--- config.mk ---
export PLATFORM = sky130hd
export DESIGN_NAME = conv_l0_ctrl
export DESIGN_NICKNAME = d
export VERILOG_FILES = /design/src/rtl/conv_l0_ctrl.sv
export SDC_FILE = /design/constraint.sdc
export NUM_CORES = 1
export LEC_CHECK = 0
export CORE_MARGIN = 1.5
export CORE_UTILIZATION = 35
export DETAILED_ROUTE_END_ITERATION = 6
export GPL_TIMING_DRIVEN = 0
export PLACE_DENSITY_LB_ADDON = 0.08
export SKIP_LAST_GASP = 1
export SLEW_MARGIN = 20
export SYNTH_ARGS = -nofsm -noshare
export SYNTH_HDL_FRONTEND = slang
export SYNTH_SLANG_ARGS = --single-unit
--- constraint.sdc ---
create_clock -name clk -period 9 [get_ports clk]
set_clock_uncertainty 0.15 [all_clocks]
set_input_delay 1.35 -clock clk [delete_from_list [all_inputs] [get_ports clk]]
set_output_delay 1.35 -clock clk [all_outputs]
set_load 0.05 [all_outputs]
--- src/rtl/conv_l0_ctrl.sv ---
// Layer0 3x3 convolution sequencer: walks every output pixel in raster order and issues
// zero-padded window addresses, aligned kernel/pad/accumulate controls and output writes.
module conv_l0_ctrl #(
  parameter int IMG_W = 64,
  parameter int IMG_H = 64,
  parameter int AW    = 12
) (
  input  logic          clk,
  input  logic          reset,
  input  logic          start,
  output logic          busy,
  output logic          done,
  output logic [AW-1:0] iaddr,
  output logic          pad,
  output logic [3:0]    ksel,
  output logic          accumulate,
  output logic          cwr,
  output logic [AW-1:0] caddr
);

  localparam int SW = AW + 2;
  localparam logic signed [SW-1:0] W_S = SW'(IMG_W);
  localparam logic signed [SW-1:0] H_S = SW'(IMG_H);

  typedef enum logic [2:0] {S_IDLE, S_ISSUE, S_LAST, S_WRITE, S_FIN} state_t;

  state_t        state_q, state_d;
  logic [AW-1:0] row_q, row_d, col_q, col_d;
  logic [3:0]    tap_q, tap_d;
  logic [AW:0]   geom_d, geom_q;
  logic [AW-1:0] pix_d;

  logic          busy_q, done_q, pad_q, acc_q, cwr_q;
  logic [3:0]    ksel_q;
  logic [AW-1:0] iaddr_q, caddr_q;

  // Returns {pad, address} for tap k of pixel (r,c); signed math keeps border taps from aliasing.
  function automatic logic [AW:0] tap_geom(input logic [AW-1:0] r, input logic [AW-1:0] c,
                                           input logic [3:0] k);
    logic signed [SW-1:0] dy, dx, sr, sc, lin;
    logic                 p;
    case (k)
      4'd0, 4'd1, 4'd2: dy = {SW{1'b1}};
      4'd3, 4'd4, 4'd5: dy = '0;
      default:          dy = SW'(1);
    endcase
    case (k)
      4'd0, 4'd3, 4'd6: dx = {SW{1'b1}};
      4'd1, 4'd4, 4'd7: dx = '0;
      default:          dx = SW'(1);
    endcase
    sr  = $signed({2'b00, r}) + dy;
    sc  = $signed({2'b00, c}) + dx;
    p   = (sr < 0) || (sr >= H_S) || (sc < 0) || (sc >= W_S);
    lin = sr * W_S + sc;
    return {p, p ? {AW{1'b0}} : lin[AW-1:0]};
  endfunction

  always_comb begin
    state_d = state_q;
    row_d   = row_q;
    col_d   = col_q;
    tap_d   = tap_q;
    case (state_q)
      S_IDLE: begin
        if (start) begin
          state_d = S_ISSUE;
          row_d   = '0;
          col_d   = '0;
          tap_d   = '0;
        end
      end
      S_ISSUE: begin
        if (tap_q == 4'd8) begin
          state_d = S_LAST;
          tap_d   = '0;
        end else begin
          tap_d = tap_q + 4'd1;
        end
      end
      S_LAST: state_d = S_WRITE;
      S_WRITE: begin
        tap_d = '0;
        if (row_q == AW'(IMG_H - 1) && col_q == AW'(IMG_W - 1)) begin
          state_d = S_FIN;
        end else if (col_q == AW'(IMG_W - 1)) begin
          state_d = S_ISSUE;
          col_d   = '0;
          row_d   = row_q + AW'(1);
        end else begin
          state_d = S_ISSUE;
          col_d   = col_q + AW'(1);
        end
      end
      S_FIN: begin
        state_d = S_IDLE;
        row_d   = '0;
        col_d   = '0;
        tap_d   = '0;
      end
      default: state_d = S_IDLE;
    endcase
  end

  always_comb begin
    geom_d = tap_geom(row_d, col_d, tap_d);
    geom_q = tap_geom(row_q, col_q, tap_q);
    pix_d  = row_d * AW'(IMG_W) + col_d;
  end

  // Address/write outputs follow the state being entered; datapath controls lag one issue cycle.
  always_ff @(posedge clk) begin
    if (reset) begin
      state_q <= S_IDLE;
      row_q   <= '0;
      col_q   <= '0;
      tap_q   <= '0;
      busy_q  <= 1'b0;
      done_q  <= 1'b0;
      iaddr_q <= '0;
      pad_q   <= 1'b0;
      ksel_q  <= '0;
      acc_q   <= 1'b0;
      cwr_q   <= 1'b0;
      caddr_q <= '0;
    end else begin
      state_q <= state_d;
      row_q   <= row_d;
      col_q   <= col_d;
      tap_q   <= tap_d;
      busy_q  <= (state_d != S_IDLE);
      done_q  <= (state_d == S_FIN);
      iaddr_q <= (state_d == S_ISSUE) ? geom_d[AW-1:0] : '0;
      cwr_q   <= (state_d == S_WRITE);
      caddr_q <= (state_d == S_WRITE) ? pix_d : '0;
      acc_q   <= (state_q == S_ISSUE);
      ksel_q  <= (state_q == S_ISSUE) ? tap_q : 4'd0;
      pad_q   <= (state_q == S_ISSUE) && geom_q[AW];
    end
  end

  assign busy       = busy_q;
  assign done       = done_q;
  assign iaddr      = iaddr_q;
  assign pad        = pad_q;
  assign ksel       = ksel_q;
  assign accumulate = acc_q;
  assign cwr        = cwr_q;
  assign caddr      = caddr_q;

endmodule

## After elaboration in Yosys (flattened, before gate mapping)

Index checks and enable logic that the tools add are counted.

- Word-level logic and storage cells: 99
- Input bits: 3
- Output and inout port bits: 33
- Bits in registers: 64

- Multiplexer cells: 19
- Magnitude comparators: 8
- Reduce and logical (&&, ||, !) cells: 24
- Bitwise logic cells: 3
- Eq/ne operators: 24
- Add/sub/neg operators: 9

Operators with widths:

| operator | number |
|---|---|
| case mux 14 bit (2 select lines) | 4 |
| 2-to-1 mux 12 bit | 6 |
| case mux 12 bit (3 select lines) | 2 |
| adder 13 x 14 -> 14 bit | 4 |
| >= comparator 14 x 8 -> 1 bit (second input constant) | 4 |
| less-than comparator 14 x 1 -> 1 bit (second input constant) | 4 |
| == test 4 x 3 -> 1 bit (second input constant) | 8 |
| OR reduction 3 bit | 9 |
| adder 12 x 1 -> 12 bit (second input constant) | 2 |
| adder 12 bit | 2 |
| == test 12 x 6 -> 1 bit (second input constant) | 2 |
| == test 4 x 2 -> 1 bit (second input constant) | 4 |
| case mux 3 bit (4 select lines) | 1 |
| case mux 4 bit (3 select lines) | 1 |
| == test 3 x 2 -> 1 bit (second input constant) | 3 |
| 2-to-1 mux 3 bit | 3 |
| == test 4 x 1 -> 1 bit (second input constant) | 2 |
| logical NOT 4 bit | 2 |
| 2-to-1 mux 4 bit | 2 |
| == test 3 x 1 -> 1 bit (second input constant) | 2 |
| == test 3 bit (second input constant) | 2 |
| logical OR 1 bit | 6 |
| OR reduction 2 bit | 3 |
| adder 4 x 1 -> 4 bit (second input constant) | 1 |
| other kinds (5) | 8 |

## Depth between registers and ports, before layout

- Depth in word-level cells: 12
- Depth in mapped cells: 23
- Gate-level depth less buffers: 22

## Worst setup path after synthesis

Ideal clock, no wire load.

- Path type: input to register
- Start: in start
- End: reg iaddr_q[6] (netlist: iaddr[6])
- Setup time: 0.087 ns
- Slack: 3.177 ns
- Required time: 8.763 ns
- Path buffers: 1
- Arrival time: 5.586 ns
- Stages on the path: 15
- Path through: o21ba_2 -> o21ai_1 -> o21ai_1 -> nand2_1 -> nor3b_1 -> ha_1 -> a21o_1 -> a221oi_1 -> o21ai_2 -> a31oi_1 -> a21oi_1 -> a2111oi_0 -> a211oi_1 -> buf_4 -> nor4b_2

- Longest elaborated chain between the ends: 11
- Elaborated cells on any way between the ends: 35
- Those cells by class: 3 x add/sub; 4 x order compare; 8 x eq/ne; 10 x mux; 1 x bitwise; 9 x reduce/logical

RTL lines:

| item | line | source |
|---|---|---|
| start, declared | 10 | `input logic start,` |
| 2-to-1 mux 4 bit | 66 | `if (start) begin` |
| case mux 4 bit (3 select lines) | 64 | `case (state_q)` |
| == test 4 x 3 -> 1 bit (tied with other cells) | 42, 47 |  |
| OR reduction 3 bit | 42 | `case (k)` |
| case mux 14 bit (2 select lines) | 42 |  |
| adder 13 x 14 -> 14 bit | 52 | `sr = $signed({2'b00, r}) + dy;` |
| less-than comparator 14 x 1 -> 1 bit or >= comparator 14 x 8 -> 1 bit (tied branches) | 54 | `p = (sr < 0) \|\| (sr >= H_S) \|\| (sc < 0) \|\| (sc >= W_S);` |
| logical OR 1 bit (3 in series) | 54 |  |
| OR reduction 3 bit (no line) | -- |  |
| end signal, assigned | 133 | `iaddr_q <= (state_d == S_ISSUE) ? geom_d[AW-1:0] : '0;` |
| end, declared | 35 | `logic [AW-1:0] iaddr_q, caddr_q;` |

Several ways; a longest one is shown, not always the timed one.
A chain may end at the register's enable or synchronous reset.

## Final worst setup path

- Start: in start
- End: reg iaddr_q[10] (netlist: iaddr[10])

The elaborated chain is that of the path after synthesis.

==> flow_summary.json <==
{
  "synth.area.mux_share": 0.0130,
  "rows": 45,
  "grt.busiest_layer": "met2",
  "stdcell_area_sq_mm": 0.00645,
  "antenna_found_initial": 0,
  "grt_pass1_vias": 4739,
  "synthFlopType": "dfxtp_1",
  "place_area_sq_mm": 0.00613,
  "yosys-top-cells-area": "dfxtp_1, ha_1, o21ai_0",
  "grt_use_met3": 0.0301,
  "r2r-end": "iaddr[10]",
  "gr-usage-met2": 0.320,
  "via_per_inst": 5.37,
  "cp_data_arrival_time_ns": 6.15,
  "synth.net_count": 745,
  "layout_min_cycle_time_ns": 6.04,
  "clkSinkCount": 64,
  "die-area_sq_mm": 0.0164,
  "hold_ws_ns": 0.467,
  "cts_setup_buffers": 0,
  "detail_route.wirelength_um": 14800,
  "async_flop_share": 0,
  "cts_resized": 0,
  "final_cells": 933,
  "drive_gt1_frac": 0.0776,
  "rsz0062_at_grt": "false",
  "gp_congestion": 0.883,
  "cts_tree": "done",
  "synth_fa_ha_area_frac": 0.177,
  "critPathKind": "in -> reg",
  "synth_top_area_frac": 0.234,
  "root_buffer": "clkbuf_16",
  "required_ns": 9.11,
  "syn_to_final_growth_pct": 17.8,
  "insertion_delay_ns": 0.34,
  "nFillCells": 1542,
  "grt_use_total": 0.191,
  "reg2reg_slack_ns": 3.27,
  "tightest_slew_ns": 0.830,
  "crit_fanout": 15,
  "use_met1": 0.251,
  "yosysSeqAreaShare": 0.234,
  "setup_viol": 0,
  "powerDensity_mw_per_mm2": 132,
  "timing.rr.start": "col_q[1]",
  "min_path_type": "reg -> reg",
  "drtAntennaViolNets": 0,
  "vdd_drop_max_v": 0.0000996,
  "grt-ovfl-total": 0,
  "crit_end": "iaddr[10]",
  "drt_first_iter_violations": 191,
  "critPathLaunch": "start",
  "setup-tns-final_ns": 0,
  "ys_ff_latch": 64,
  "yosys_warnings": 0,
  "start_util": 0.359,
  "drt_pre_antenna_iters": 5,
  "cts.path.max_buffers": 2,
  "fmax_mhz": 165,
  "coreArea_sq_mm": 0.0153,
  "syn_area_sq_mm": 0.00548,
  "synth-compound-area-share": 0.240,
  "yosys.area_share.simple": 0.233,
  "ys_types": 77,
  "postCtsHoldBufs": 0,
  "die_h_um": 128,
  "die_w_um": 128,
  "syn_inst": 668,
  "leakagePower_nw": 2.73,
  "drv_cap": 0,
  "hpwl_um": 11900,
  "min_period_over_period": 0.672,
  "grt_max_degree": 16,
  "grt_first_pass_wirelength_um": 24200,
  "synth_top_family_by_area": "compound AO/OA/AOI/OAI gates",
  "syn_area_per_cell_sq_um": 8.20,
  "cts_buffers": 9,
  "relSlewSlack": 0.447,
  "reg2reg_depth": 18,
  "yosysTopAreaCell": "dfxtp_1",
  "diodes": 0,
  "layout.nets": 794,
  "placed_cells": 917,
  "path_clk_slew_ns": 0.06,
  "slew_viol_final": 0,
  "cp-start-kind": "primary input",
  "status": "finished, final reports clean",
  "synth_xor_xnor_area_share": 0.0560,
  "drc": 0,
  "wire_per_inst_um": 15.9,
  "finalHoldViolCount": 0,
  "cp-end-kind": "register",
  "synth_edf_count": 0,
  "vias": 5011,
  "h-tree-depth": 3,
  "port_buffers": 35,
  "pin_count": 36
}
## flip-flops by register name (all words and copies together), names as in the netlist, 3 cells and up
| register | cells |
|---|---|
| state_q | 3 |
| iaddr | 12 |
| tap_q | 4 |
| col_q | 12 |
| row_q | 12 |
| ksel | 4 |
| caddr | 12 |
## how the worst min path moves through the flow
stage	start	end	slack (ns)	cells past startpoint
after floorplan	row_q[8]	row_q[8]	0.37	2
after CTS	tap_q[1]	ksel[1]	0.45	2
after global placement	tap_q[1]	ksel[1]	0.44	2
final	row_q[8]	row_q[8]	0.47	2
after global routing	row_q[8]	row_q[8]	0.48	2
after detailed placement	tap_q[1]	ksel[1]	0.45	2
## metal layers
layer	vias to the layer above	routed length (um)
met5	-	0
li1	2549	-
met3	10	344
met1	2387	7240
met4	0	191
met2	65	7060
## area by class of cell
class	instances	area (sq um)	share of cell area
Buffer	19	103	0.0159
Clock buffer	9	225	0.0349
Clock inverter	7	96.3	0.0149
Inverter	40	150	0.0233
Multi-Input combinational cell	545	3960	0.613
Sequential cell	64	1280	0.199
Tap cell	211	264	0.0409
Timing Repair Buffer	38	377	0.0584
## cells by family after synthesis
logic type / Yosys count
XOR/XNOR: 35
AND/OR/NAND/NOR: 230
buffers and inverters: 59
AO/OA/AOI/OAI: 199
multiplexers: 7
adder cells (fa/ha/maj): 74
flip-flops: 64
## where the power goes
group | switching [mW] | internal [mW] | total, mW
combinational | 0.108 | 0.0696 | 0.178
clock | 0.142 | 0.242 | 0.385
sequential | 0.00186 | 0.285 | 0.287
total | 0.253 | 0.597 | 0.850
## worst max-delay path, cell delays in order
cell,delay [ns]
clkdlybuf4s50_1,0.58
o21ba_2,0.19
o21ai_1,0.10
o21ai_1,0.29
nand2_1,0.24
o31ai_4,0.76
ha_1,0.42
a211oi_2,0.31
o21bai_1,0.11
a21oi_1,0.18
xnor2_1,0.15
or4_1,0.54
nor4_1,0.25
nand4b_1,0.24
buf_6,0.23
nor4_2,0.20
## cell usage in the layout (no fill, tap or decap), types with 18 or more instances in the layout
cell             count
a21o_1              20
a21oi_1             46
clkdlybuf4s50_1     35
dfxtp_1             64
ha_1                68
inv_1               40
nand2_1             43
nand3_1             18
nor2_1              56
o21ai_0             47
xnor2_1             20
## Yosys cell counts (3+ instances only)
cell,n
nor3_1,17
nand2_1,43
buf_6,3
nand3b_1,4
nand2b_1,11
or3_1,4
and2_1,9
o31a_1,5
ha_1,68
o21ai_0,47
xor2_1,15
o221ai_1,3
nor2b_1,16
fa_1,6
o21a_1,5
o211ai_1,4
nor4b_1,5
nor2_1,56
mux2i_1,6
o21ai_1,5
a21o_1,20
a21oi_1,46
buf_2,4
clkbuf_1,10
a31oi_1,15
and3_1,8
o21bai_1,7
dfxtp_1,64
nand3_1,18
o31ai_1,4
nor4_2,9
a2111oi_0,3
nor4_1,3
xnor2_1,20
inv_1,40
nand4_1,8
a211oi_1,7
## per-stage QoR
step | setup WS [ns] | power [mW] | util
5_1_grt | 2.48 | 0.896 | 0.423
6_report | 2.96 | 0.850 | 0.423
3_5_place_dp | 2.57 | 0.471 | 0.402
3_3_place_gp | 1.60 | 0.465 | 0.399
4_1_cts | 2.90 | 0.860 | 0.423
2_1_floorplan | 3.18 | 0.430 | -
Power figures use the tool's default switching activity.
